File: src/rtl/bcd_updown_counter_n.sv
// bcd_updown_counter_n
// Multi-digit synchronous up/down BCD counter with wrap or saturate at the
// terminal value, count enable, validated parallel load, combinational
// terminal count for cascading, and one-cycle overflow / load-error pulses.
//
// Per-edge priority: rst > load > en > hold.
//
// Each digit steps only when every lower digit sits at its roll-over value:
// 9 when counting up, 0 when counting down. The ripple is modelled as
// explicit enable chains so the decision for every digit is visible at once.
module bcd_updown_counter_n #(
  parameter int DIGITS = 2,
  parameter bit WRAP   = 1'b1
) (
  input  logic                  clk,
  input  logic                  rst,
  input  logic                  en,
  input  logic                  x,
  input  logic                  load,
  input  logic [4*DIGITS-1:0]   din,
  output logic [4*DIGITS-1:0]   count,
  output logic                  tc,
  output logic                  ovf,
  output logic                  load_err
);

  localparam int W = 4 * DIGITS;

  generate
    if (DIGITS < 1 || DIGITS > 8) begin : g_bad_digits
      $error("bcd_updown_counter_n: DIGITS must be in 1..8");
    end
  endgenerate

  logic [W-1:0]      r_count;
  logic              r_ovf;
  logic              r_load_err;

  logic [DIGITS-1:0] w_is9;
  logic [DIGITS-1:0] w_is0;
  logic [DIGITS-1:0] w_nib_ok;
  logic [DIGITS:0]   w_up_chain;
  logic [DIGITS:0]   w_dn_chain;
  logic [W-1:0]      w_up_val;
  logic [W-1:0]      w_dn_val;
  logic [W-1:0]      w_step_val;
  logic              w_all9;
  logic              w_all0;
  logic              w_din_ok;
  logic              w_term;

  // Digit 0 always steps; higher digits inherit the enable from below.
  assign w_up_chain[0] = 1'b1;
  assign w_dn_chain[0] = 1'b1;

  generate
    for (genvar g = 0; g < DIGITS; g++) begin : g_digit
      logic [3:0] w_dig;
      assign w_dig       = r_count[4*g +: 4];
      assign w_is9[g]    = (w_dig == 4'd9);
      assign w_is0[g]    = (w_dig == 4'd0);
      assign w_nib_ok[g] = (din[4*g +: 4] <= 4'd9);

      assign w_up_chain[g+1] = w_up_chain[g] & w_is9[g];
      assign w_dn_chain[g+1] = w_dn_chain[g] & w_is0[g];

      assign w_up_val[4*g +: 4] = !w_up_chain[g] ? w_dig :
                                  (w_is9[g] ? 4'd0 : w_dig + 4'd1);
      assign w_dn_val[4*g +: 4] = !w_dn_chain[g] ? w_dig :
                                  (w_is0[g] ? 4'd9 : w_dig - 4'd1);
    end
  endgenerate

  // A full chain means every digit is at its roll-over value: the terminal count.
  assign w_all9     = w_up_chain[DIGITS];
  assign w_all0     = w_dn_chain[DIGITS];
  assign w_din_ok   = &w_nib_ok;
  assign w_step_val = x ? w_up_val : w_dn_val;
  assign w_term     = x ? w_all9 : w_all0;

  // Count register with reset, validated load, enabled step and hold.
  always_ff @(posedge clk) begin
    if (rst) begin
      r_count    <= '0;
      r_ovf      <= 1'b0;
      r_load_err <= 1'b0;
    end else if (load) begin
      r_ovf <= 1'b0;
      if (w_din_ok) begin
        r_count    <= din;
        r_load_err <= 1'b0;
      end else begin
        r_load_err <= 1'b1;
      end
    end else if (en) begin
      r_load_err <= 1'b0;
      r_ovf      <= w_term;
      // Stepping from the terminal value yields the wrapped value naturally;
      // saturating mode simply refuses that step.
      if (!w_term || WRAP) begin
        r_count <= w_step_val;
      end
    end else begin
      r_ovf      <= 1'b0;
      r_load_err <= 1'b0;
    end
  end

  assign count    = r_count;
  assign ovf      = r_ovf;
  assign load_err = r_load_err;
  assign tc       = en & w_term;

endmodule

File: config.mk
export PLATFORM = sky130hd
export DESIGN_NAME = bcd_updown_counter_n
export DESIGN_NICKNAME = d
export VERILOG_FILES = /design/src/rtl/bcd_updown_counter_n.sv
export SDC_FILE = /design/constraint.sdc
export NUM_CORES = 1
export LEC_CHECK = 0
export ABC_AREA = 1
export BUFFER_PORTS_ARGS = -buffer_cell sky130_fd_sc_hd__buf_4
export CAP_MARGIN = 10
export CORE_MARGIN = 4
export CORE_UTILIZATION = 53
export DETAILED_ROUTE_END_ITERATION = 8
export HOLD_SLACK_MARGIN = 0.12
export PLACE_DENSITY = 0.82
export SYNTH_ARGS = -nofsm -noshare
export SYNTH_HDL_FRONTEND = slang
export SYNTH_SLANG_ARGS = --single-unit
File: constraint.sdc
create_clock -name clk -period 2.7 [get_ports clk]
set_input_delay 0.54 -clock clk [delete_from_list [all_inputs] [get_ports clk]]
set_output_delay 0.54 -clock clk [all_outputs]
set_load 0.01 [all_outputs]
==> impl_metrics.json <==
{
  "cap_viol_max_count": 0,
  "maximum_number_of_pins_on_one_net_before_global_route_repair": 14,
  "critical_path_required_ps": 2160,
  "gr-total-overflow": 0,
  "share_of_cells_above_drive_strength_1_pct": 22.94,
  "std_cell_rows": 13,
  "timing.clock.skew_ps": 0.5762,
  "worst_min_delay_path_category": "primary input to register",
  "ff_latch_area_um2": 200.2,
  "detailedRoute.firstIterationViolations": 27,
  "syn_nets": 157,
  "top_level_ports": 24,
  "grtUsageMet1_pct": 30.48,
  "finalMaxSlewViolations": 0,
  "syn-instance-count": 144,
  "clkTransAtPathRegs_ps": 60,
  "globalRoute.busiestLayer": "met2",
  "number_of_antenna_violations_at_the_first_check_in_global_routing": 0,
  "critical_path.max_fanout": 8,
  "setup_repair_after_global_routing_missed_its_margin": "no",
  "clock_sink_count": 10,
  "min_delay_endpoint": "count[0]",
  "min_from": "rst",
  "setup.reg_to_reg.worst_slack_ps": 1390,
  "die_area_um2": 2211,
  "run_status": "completed",
  "hpwlAfterDp_um": 1707,
  "replace_congestion": 0.9889,
  "ctsLongestPathBuffers": 2,
  "postCtsSetupRepairBufs": 0,
  "critical_path.top_delay_family": "simple AND/OR/NAND/NOR gates",
  "routed_wire_length_per_instance_um": 11.74,
  "cpMostUsedCell": "nor2_1",
  "worstSetupStartpointType": "register",
  "critPathKind": "register to primary output",
  "critical_path.reg2reg.startpoint": "count[0]",
  "netlist-cell-type-count": 15,
  "design_power_total_uw": 501.6,
  "finalSetupViolCount": 0,
  "synth_warnings": 0,
  "cpMaxStageDelayCell": "dfxtp_1",
  "actual_slew_at_the_worst_max_slew_pin_ps": 339.4,
  "synth_largest_type_area_fraction_pct": 24.81,
  "worst_skew_pair.late_latency_ps": 260,
  "cts.htree.levels": 1,
  "timing.critical_path.to_type": "primary output",
  "post_cts_resize_count": 0,
  "num_vias": 956,
  "ctsHoldBuffers": 0,
  "nets": 184,
  "cts_tree": "built",
  "fin_tns_setup_ps": 0,
  "final_min_period_over_clock_period_pct": 79.65,
  "clockRootBuffer": "clkbuf_4",
  "vdd_drop_max_mv": 0.4253,
  "post_synth_main_area_contributors": "dfxtp_1, nand2_1, nor2_1, nand3_1, inv_1",
  "drt_pre_antenna_iters": 4,
  "worstPathCellList": "nor2_1, nand3_1, nor2_1, nand2_1, a21oi_1, buf_4",
  "vias_in_the_first_global_route": 813,
  "floorplan.initialDensity_pct": 59.07,
  "synth-seq-cells": 10,
  "netlist_area_um2": 807.0,
  "place.port_buffers": 23,
  "numCtsBuffers": 3,
  "fmax_ghz": 0.4650,
  "drt_wl_total_um": 2171,
  "chip_height_um": 47.02,
  "num_antenna_cells": 0,
  "grtUsageMet2_pct": 35.23,
  "drcViolationCount": 0,
  "p_leak_nw": 0.5589,
  "post-route-min-period_ps": 2151,
  "area_occupied_by_multi_input_gates_um2": 520.5,
  "synth_sequential_area_ratio_pct": 24.81,
  "grt_usage_pct": 22.27,
  "critical_path.n_buffers_inverters": 1,
  "crit_path_max_incr_delay_ps": 380,
  "post-synth-top-area-cell": "dfxtp_1",
  "worstHoldPathCells": 2,
  "report.final.hold_viol_count": 0,
  "antenna_left": 0,
  "grt.met3_usage_pct": 2.299,
  "grt_first_pass_wirelength_um": 3450,
  "layout.filler_cells": 119,
  "powerDensity_nw_per_um2": 490.1,
  "post_synth.cell_area_avg_um2": 5.604,
  "cp.arrival_ps": 1610,
  "area_growth_pct": 26.82,
  "fp.dieW_um": 47.02,
  "worst_slew_margin_rel_pct": 77.29,
  "core-area_um2": 1366,
  "r2r_cells": 7,
  "vias_per_cell": 5.168,
  "reg2reg_to": "count[7]"
}
## how the worst max path moves through the flow
stage                   from  endpoint  slack, ps  cells after the start
finish              count[4]        tc        550                      6
global route        count[4]        tc        400                      6
CTS                 count[4]        tc        560                      6
detailed placement  count[4]        tc        870                      6
global placement    count[4]        tc        950                      6
floorplan           count[4]        tc       1040                      5
## worst reg2reg max path: stages, from the launching register on
cell     delay [ps]
dfxtp_1         470
nand2_1         130
o21ai_1         180
nand2_2         120
inv_2            60
nand2_1          80
nor2_1          130
nor2_1           50
## layout by cell type, fill, tap and decap left out
master,n
inv_2,6
nor2_1,22
nand2_1,48
nand4_1,1
inv_1,14
o21ai_0,5
o211ai_1,3
nor2_4,3
o21ai_1,4
a21oi_1,8
clkbuf_4,3
nand2_2,2
nand3_4,1
dfxtp_1,10
clkbuf_8,1
nand3_1,16
buf_4,23
## synthesized netlist by cell type
master / count
nand2_1: 48
nand4_1: 1
inv_1: 14
nor2_4: 3
dfxtp_1: 10
nand2_2: 2
o21ai_0: 5
nand3_4: 1
o211ai_1: 3
inv_2: 6
nor2_1: 22
a21oi_1: 8
nand3_1: 16
buf_6: 1
o21ai_1: 4
## where the power goes
part / internal [mW] / switching, mW / leakage [nW]
combinational: 0.0761 / 0.107 / 0.455
sequential: 0.162 / 0.0234 / 0.0826
clock: 0.0819 / 0.0515 / 0.0210
## cells by family (layout without fill, tap and decap cells)
logic type	after synthesis	after routing	share of synthesized area, %
simple gates	93	93	51.16
buf+inv	21	47	10.70
compound gates	20	20	13.33
flops	10	10	24.81
## metal layers
| layer | part of all wire, % | up-vias |
|---|---|---|
| met1 | 46 | 411 |
| met2 | 48 | 28 |
| met3 | 4.7 | 5 |
| li1 | - | 512 |
| met5 | 0 | - |
| met4 | 1.5 | 0 |
## metrics by stage
stage	hold slack, ps	area, µm²	utilization (%)	setup WS (ps)	std cells
after floorplan	559.9	807.0	-	1035	144
after global placement	555.7	987.2	72.25	950.0	181
after detailed placement	563.1	987.2	72.25	865.4	181
after CTS	440.0	1023	74.91	557.9	185
after global routing	443.9	1023	74.91	395.6	185
final	441.7	1023	74.91	549.5	185
## flip-flops by register name, indices dropped and copies added, names as in the netlist
signal and count:
load_err 1, count 8, ovf 1
## cell type report
type	count	area share, %
timing repair buffer	23	16.87
multi-input combinational	113	50.86
inverter	20	7.335
sequential	10	19.56
clock buffer	4	3.545
tap	15	1.834
No activity file was read; power rests on OpenSTA's default activity.
